**config.mk**
```make
export PLATFORM = sky130hd
export DESIGN_NAME = ps2_key_event_sequencer_flat
export DESIGN_NICKNAME = d
export VERILOG_FILES = /design/src/rtl/ps2_key_event_sequencer_if.sv /design/src/rtl/ps2_key_event_sequencer.sv /design/src/flat_wrapper.sv
export SDC_FILE = /design/constraint.sdc
export NUM_CORES = 1
export LEC_CHECK = 0
export CAP_MARGIN = 10
export CORE_ASPECT_RATIO = 0.7
export CORE_MARGIN = 5
export CORE_UTILIZATION = 45
export DETAILED_ROUTE_END_ITERATION = 8
export DONT_BUFFER_PORTS = 1
export PLACE_DENSITY = 0.64
export SYNTH_ARGS = -nofsm -noshare
export SYNTH_HDL_FRONTEND = slang
export SYNTH_SLANG_ARGS = --single-unit
```
**constraint.sdc**
```tcl
create_clock -name clk -period 3.1 [get_ports clk]
set_clock_uncertainty 0.15 [all_clocks]
set_input_delay 0.775 -clock clk [delete_from_list [all_inputs] [get_ports clk]]
set_output_delay 0.775 -clock clk [all_outputs]
set_load 0.01 [all_outputs]
```
**src/rtl/ps2_key_event_sequencer_if.sv**
```systemverilog
// Handshake bundle between the PS/2 keyboard wrapper, the key event sequencer and its consumer.
// The sequencer takes the slave modport and the surrounding logic drives the master side.
interface ps2_key_event_sequencer_if #(
    parameter int FIFO_DEPTH = 8
);
    logic [7:0]                  scanData;
    logic                        scanValid;
    logic [7:0]                  eventCode;
    logic                        eventExt;
    logic                        eventBreak;
    logic                        eventValid;
    logic                        eventReady;
    logic [$clog2(FIFO_DEPTH):0] fifoCount;
    logic                        overflow;
    logic                        ovfClear;

    modport master (
        output scanData, scanValid, eventReady, ovfClear,
        input  eventCode, eventExt, eventBreak, eventValid, fifoCount, overflow
    );

    modport slave (
        input  scanData, scanValid, eventReady, ovfClear,
        output eventCode, eventExt, eventBreak, eventValid, fifoCount, overflow
    );
endinterface

```
**src/rtl/ps2_key_event_sequencer.sv**
```systemverilog
// Folds PS/2 set-2 prefix bytes into {ext, break, code} key events and queues them in a FWFT FIFO.
// Define TYPEMATIC_FILTER_EN to suppress repeated make events for keys that are already held.
module ps2_key_event_sequencer #(
    parameter int FIFO_DEPTH     = 8,
    parameter int TIMEOUT_CYCLES = 2000000
) (
    input  logic clk,
    input  logic rst,
    ps2_key_event_sequencer_if.slave bus
);
    localparam int AW = (FIFO_DEPTH > 1) ? $clog2(FIFO_DEPTH) : 1;
    localparam int CW = $clog2(FIFO_DEPTH) + 1;
    localparam int TW = $clog2(TIMEOUT_CYCLES + 1);
    localparam logic [TW-1:0] TO_LAST = TW'(TIMEOUT_CYCLES - 1);
    localparam logic [CW-1:0] DEPTH_C = CW'(FIFO_DEPTH);

    typedef enum logic [2:0] {S_IDLE, S_EXT, S_BRK, S_EXTBRK, S_PAUSE} state_t;

    state_t          r_state, w_stateNext;
    logic [2:0]      r_pauseCnt, w_pauseCntNext;
    logic [TW-1:0]   r_toCnt;
    logic            r_scanValidQ;
    logic            w_strobe, w_timeout, w_isPrefix, w_isCtrl;
    logic            r_pushValid, r_pushExt, r_pushBrk;
    logic [7:0]      r_pushCode;
    logic            w_pushValid, w_pushExt, w_pushBrk;
    logic [9:0]      r_mem [FIFO_DEPTH];
    logic [AW-1:0]   r_wrPtr, r_rdPtr;
    logic [CW-1:0]   r_count;
    logic            r_overflow;
    logic            w_full, w_pop, w_suppress, w_push, w_write, w_drop;
    logic [9:0]      w_head;

    assign w_strobe   = bus.scanValid & ~r_scanValidQ;
    assign w_timeout  = (r_state != S_IDLE) && (r_toCnt == TO_LAST);
    assign w_isPrefix = (bus.scanData == 8'hE0) || (bus.scanData == 8'hF0) || (bus.scanData == 8'hE1);
    assign w_isCtrl   = (bus.scanData == 8'hAA) || (bus.scanData == 8'hFA) || (bus.scanData == 8'hEE) ||
                        (bus.scanData == 8'hFE) || (bus.scanData == 8'h00) || (bus.scanData == 8'hFF);

    always_ff @(posedge clk or posedge rst) begin
        if (rst) begin
            r_state      <= S_IDLE;
            r_pauseCnt   <= '0;
            r_toCnt      <= '0;
            r_scanValidQ <= 1'b0;
            r_pushValid  <= 1'b0;
            r_pushExt    <= 1'b0;
            r_pushBrk    <= 1'b0;
            r_pushCode   <= '0;
        end else begin
            r_state      <= w_stateNext;
            r_pauseCnt   <= w_pauseCntNext;
            r_scanValidQ <= bus.scanValid;
            r_pushValid  <= w_pushValid;
            r_pushExt    <= w_pushExt;
            r_pushBrk    <= w_pushBrk;
            r_pushCode   <= bus.scanData;
            if (w_strobe || (r_state == S_IDLE) || w_timeout) r_toCnt <= '0;
            else                                             r_toCnt <= r_toCnt + TW'(1);
        end
    end

    // A strobe always takes precedence over the inter-byte timeout.
    always_comb begin
        w_stateNext    = r_state;
        w_pauseCntNext = r_pauseCnt;
        w_pushValid    = 1'b0;
        w_pushExt      = 1'b0;
        w_pushBrk      = 1'b0;
        if (w_strobe) begin
            case (r_state)
                S_IDLE: begin
                    if (bus.scanData == 8'hE0)      w_stateNext = S_EXT;
                    else if (bus.scanData == 8'hF0) w_stateNext = S_BRK;
                    else if (bus.scanData == 8'hE1) begin
                        w_stateNext    = S_PAUSE;
                        w_pauseCntNext = 3'd7;
                    end else if (!w_isCtrl)         w_pushValid = 1'b1;
                end
                S_EXT: begin
                    if (bus.scanData == 8'hF0) w_stateNext = S_EXTBRK;
                    else begin
                        w_stateNext = S_IDLE;
                        w_pushValid = !w_isPrefix && !w_isCtrl;
                        w_pushExt   = 1'b1;
                    end
                end
                S_BRK, S_EXTBRK: begin
                    w_stateNext = S_IDLE;
                    w_pushValid = !w_isPrefix && !w_isCtrl;
                    w_pushExt   = (r_state == S_EXTBRK);
                    w_pushBrk   = 1'b1;
                end
                S_PAUSE: begin
                    w_pauseCntNext = r_pauseCnt - 3'd1;
                    if (r_pauseCnt == 3'd1) w_stateNext = S_IDLE;
                end
                default: w_stateNext = S_IDLE;
            endcase
        end else if (w_timeout) begin
            w_stateNext = S_IDLE;
        end
    end

`ifdef TYPEMATIC_FILTER_EN
    logic [511:0] r_held;

    assign w_suppress = ~r_pushBrk & r_held[{r_pushExt, r_pushCode}];

    // Held state only follows events that actually reach the FIFO.
    always_ff @(posedge clk or posedge rst) begin
        if (rst)          r_held <= '0;
        else if (w_write) r_held[{r_pushExt, r_pushCode}] <= ~r_pushBrk;
    end
`else
    assign w_suppress = 1'b0;
`endif

    assign w_full  = (r_count == DEPTH_C);
    assign w_pop   = bus.eventValid & bus.eventReady;
    assign w_push  = r_pushValid & ~w_suppress;
    assign w_write = w_push & (~w_full | w_pop);
    assign w_drop  = w_push & w_full & ~w_pop;

    always_ff @(posedge clk) begin
        if (w_write) r_mem[r_wrPtr] <= {r_pushExt, r_pushBrk, r_pushCode};
    end

    always_ff @(posedge clk or posedge rst) begin
        if (rst) begin
            r_wrPtr    <= '0;
            r_rdPtr    <= '0;
            r_count    <= '0;
            r_overflow <= 1'b0;
        end else begin
            if (w_write) r_wrPtr <= r_wrPtr + AW'(1);
            if (w_pop)   r_rdPtr <= r_rdPtr + AW'(1);
            r_count <= r_count + CW'(w_write) - CW'(w_pop);
            if (w_drop)            r_overflow <= 1'b1;
            else if (bus.ovfClear) r_overflow <= 1'b0;
        end
    end

    assign w_head         = r_mem[r_rdPtr];
    assign bus.eventValid = (r_count != '0);
    assign bus.eventCode  = bus.eventValid ? w_head[7:0] : 8'h00;
    assign bus.eventBreak = bus.eventValid & w_head[8];
    assign bus.eventExt   = bus.eventValid & w_head[9];
    assign bus.fifoCount  = r_count;
    assign bus.overflow   = r_overflow;
endmodule
```
**src/flat_wrapper.sv**
```systemverilog
// flat-port wrapper written by rule: the top's interface ports become plain ports
module ps2_key_event_sequencer_flat 
#(
    parameter int FIFO_DEPTH     = 8,
    parameter int TIMEOUT_CYCLES = 2000000
)
  (clk, rst, bus_scanData, bus_scanValid, bus_eventReady, bus_ovfClear, bus_eventCode, bus_eventExt, bus_eventBreak, bus_eventValid, bus_fifoCount, bus_overflow);
  ps2_key_event_sequencer_if #(.FIFO_DEPTH(FIFO_DEPTH)) bus_i ();
  input  logic clk;
  input  logic rst;
  input wire logic [$bits(bus_i.scanData)-1:0] bus_scanData;
  input wire logic [$bits(bus_i.scanValid)-1:0] bus_scanValid;
  input wire logic [$bits(bus_i.eventReady)-1:0] bus_eventReady;
  input wire logic [$bits(bus_i.ovfClear)-1:0] bus_ovfClear;
  output wire logic [$bits(bus_i.eventCode)-1:0] bus_eventCode;
  output wire logic [$bits(bus_i.eventExt)-1:0] bus_eventExt;
  output wire logic [$bits(bus_i.eventBreak)-1:0] bus_eventBreak;
  output wire logic [$bits(bus_i.eventValid)-1:0] bus_eventValid;
  output wire logic [$bits(bus_i.fifoCount)-1:0] bus_fifoCount;
  output wire logic [$bits(bus_i.overflow)-1:0] bus_overflow;
  assign bus_i.scanData = bus_scanData;
  assign bus_i.scanValid = bus_scanValid;
  assign bus_i.eventReady = bus_eventReady;
  assign bus_i.ovfClear = bus_ovfClear;
  assign bus_eventCode = bus_i.eventCode;
  assign bus_eventExt = bus_i.eventExt;
  assign bus_eventBreak = bus_i.eventBreak;
  assign bus_eventValid = bus_i.eventValid;
  assign bus_fifoCount = bus_i.fifoCount;
  assign bus_overflow = bus_i.overflow;
  ps2_key_event_sequencer #(.FIFO_DEPTH(FIFO_DEPTH), .TIMEOUT_CYCLES(TIMEOUT_CYCLES)) u_core (.clk(clk), .rst(rst), .bus(bus_i));
endmodule
```
==> results.yml <==
setup_path:
  worstSetupStartpointType: "flip-flop"
  critPathMaxFanout: 22
  r2r_cells: 8
  worstSetupEndpointType: "output pin"
  r2r_slack_ns: 0.62
  cp-startpoint: "u_core.r_rdPtr[0]$_DFFE_PP0P_"
  worstPathRequired_ns: 2.17
  r2r_end: "u_core.bus.fifoCount[2]$_DFF_PP0_"
  path_class: "flip-flop to output pin"
  crit_arrival_ns: 1.86
  reg2reg_from: "u_core.bus.fifoCount[2]$_DFF_PP0_"
synth:
  synth_nets: 394
  synth_warnings: 0
  synthMuxAreaShare: 0.1066
  synthDominantCellAreaShare: 0.4394
  synth.ff_latch_count: 130
  yosysSeqAreaShare: 0.6682
  synth_top_family_by_area: "multiplexers"
  yosysUniqueCellTypes: 46
  synth_compound_area_frac: 0.03913
  ys_top_cells_by_area: "edfxtp_1 (44%), dfrtp_1 (23%), mux4_2 (8.2%)"
  synth_ff_type: "edfxtp_1"
  ys_async_sr_fraction: 0.3846
  syn_inst: 369
  synth-simple-area-share: 0.1009
  synth_area_mm2: 0.005468
  synth_enable_flop_cells: 80
  synth_top_area_cell: "edfxtp_1"
  synth_fa_ha_area_frac: 0.02883
  avgSynthCellArea_um2: 14.82
  synth-xor-area-share: 0.03204
floorplan:
  die_x_um: 141.8
  num_rows: 33
  die-area_mm2: 0.01449
  ios: 29
  start_util: 0.4630
  fp.coreArea_mm2: 0.01181
  die_y_um: 102.2
clock_tree:
  h-tree-depth: 4
  clock_path_buffers: 2
  numCtsBuffers: 17
  ctsResizeCount: 0
  cts-root-buf: "clkbuf_16"
  cts_tree: "done"
  numClockSinks: 130
  ctsHoldBuffers: 0
  cts_setup_buffers: 0
  clock_latency_ns: 0.41
  path_clk_slew_ns: 0.06
route:
  wl_met1_mm: 4.808
  wl_met2_mm: 5.054
  drc: 0
  via_per_inst: 5.458
  top_layer_used: "met5"
  drt-initial-drc-count: 190
  ant_nets: 0
  vias: 3062
  met3_wirelength_um: 795
  wirelength_mm: 10.81
  wire_per_inst_um: 19.27
  firstDrtPassIters: 4
power_and_ir_drop:
  total_power_mw: 5.370
  leakage_nw: 2.371
  power.density_mw_per_mm2: 844.3
  vdd_drop_max_mv: 0.4451
sta:
  slew-limit-headroom: 0.5367
  rsz0062_at_grt: "false"
  post-route-period-util: 0.8985
  fin_crit_ns: 2.785
  clock.fmax_mhz: 359.0
  setup_viol: 0
  final_hold_viol_count: 0
  drv_slew: 0
  setup_ws_ns: 0.3148
  worstMarginPinSlew_ns: 0.6950
  setup_tns_ns: 0
place:
  dpl_cell_area_mm2: 0.005741
  globalplace.congestion: 0.7989
  place.detailed.hpwl_mm: 6.846
  dp_slack_ns: 0.6069
  port-buffer-count: 0
global_routing:
  grt_first_pass_wirelength_mm: 17.12
  grt_remaining_overflow: 0
  grt_use_total: 0.1603
  grt_max_degree: 51
  antenna_found_initial: 1
  grt_pass1_vias: 3181
flow_run:
  cap_violations: 0
layout:
  drive_gt1_frac: 0.1683
  antenna_cells: 0
  areaGrowthSynthToFinish_pct: 16.32
  layout.cell_area.non_filler_mm2: 0.006360
  final_nets: 416
min_path:
  hold_start: "bus_scanData[7]"
  min_delay_worst_endpoint: "u_core.r_pushCode[7]$_DFF_PP0_"
  holdPathStages: 0
  min_path_type: "primary input to flip-flop"
run_status:
  outcome: "finished, final reports clean"
## critical path, stage by stage, from the launching register on
cell and delay [ns]:
dfrtp_1 0.38, buf_12 0.22, mux4_2 0.53, mux2i_1 0.18
nor2_1 0.13
## routing by layer
layer / vias up / GRT usage
li1: 1419 / -
met1: 1554 / 0.2203
met2: 75 / 0.2382
met3: 12 / 0.05519
met4: 2 / 0.06195
met5: - / 0
## where the power goes
group / leakage [nW] / switching (mW) / total (mW) / internal, mW
combinational: 0.695 / 0.565 / 1.11 / 0.546
clock: 0.301 / 0.698 / 2.07 / 1.38
sequential: 1.38 / 0.177 / 2.18 / 2.01
total: 2.37 / 1.44 / 5.37 / 3.93
## cells in the final DEF (no fill, tap or decap), types with 3 or more instances in the layout
cell type  count
nand2_1       10
xnor2_1       15
a21oi_1       14
nor3_1         8
nand4_1        7
mux2i_1       11
clkinv_2       4
edfxtp_1      80
nor4_1         5
xor2_1         5
nor2_1        38
nand3_1       10
and3_1         3
mux4_2        20
clkbuf_16     17
bufinv_16      4
ha_1          11
dfrtp_1       50
inv_1         22
nand2b_1       5
or4_1          5
and2_1         3
o21ai_0        7
buf_4         11
or3_1          5
## worst max-delay path by stage
stage | endpoint | slack (ns) | cells past startpoint
4_1_cts | bus_eventCode[3] | 0.28 | 4
3_5_place_dp | u_core.bus.fifoCount[2]$_DFF_PP0_ | 0.61 | 8
6_report | bus_eventBreak | 0.31 | 4
2_1_floorplan | u_core.r_mem[0][0]$_DFFE_PP_ | 0.40 | 4
5_1_grt | bus_eventBreak | 0.22 | 4
3_3_place_gp | u_core.r_mem[0][0]$_DFFE_PP_ | 0.63 | 7
## synth_stat cells (2+ instances only)
cell       n
a21o_1     2
a21oi_1   14
and2_1     3
and3_1     3
buf_2      3
clkbuf_1   4
dfrtp_1   50
edfxtp_1  80
ha_1      11
inv_1     23
mux2_2     2
mux2i_1   11
mux4_2    20
nand2_1   10
nand2b_1   5
nand3_1   10
nand4_1    7
nor2_1    38
nor3_1     8
nor4_1     5
nor4b_1    2
o21ai_0    7
o31ai_1    2
or3_1      5
or4_1      5
xnor2_1   15
xor2_1     5
## layout make-up
| type | count | area, um^2 |
|---|---|---|
| Sequential cell | 130 | 3654 |
| Multi-Input combinational cell | 206 | 1682 |
| Tap cell | 157 | 196.4 |
| Clock buffer | 20 | 456.7 |
| Timing Repair Buffer | 13 | 122.6 |
| Clock inverter | 12 | 162.7 |
| Inverter | 23 | 86.33 |
| Fill cell | 973 | 5449 |
## registers in the layout, indices dropped and copies added (netlist names)
signal and cells:
u_core.r_state 3, u_core.bus.overflow 1, u_core.r_pushBrk 1, u_core.r_pauseCnt 3, u_core.r_pushExt 1, u_core.r_scanValidQ 1
u_core.bus.fifoCount 4, u_core.r_toCnt 21, u_core.r_pushCode 8, u_core.r_wrPtr 3, u_core.r_mem 80, u_core.r_pushValid 1
u_core.r_rdPtr 3
## through the flow
| stage | util | hold slack [ns] | cells |
|---|---|---|---|
| final | 0.5386 | 0.2460 | 561 |
| after global routing | 0.5386 | 0.2249 | 561 |
| after CTS | 0.5386 | 0.2304 | 561 |
| after detailed placement | 0.4861 | 0.3608 | 529 |
| after global placement | 0.4861 | 0.3569 | 529 |
| after floorplan | - | 0.3205 | 369 |
## cells by family after synthesis
logic type / Yosys count
compound gates: 34
xor+xnor: 20
fa+ha+maj: 12
buf+inv: 33
flops: 130
mux: 33
simple gates: 107
No activity file was read; power rests on OpenSTA's default activity.
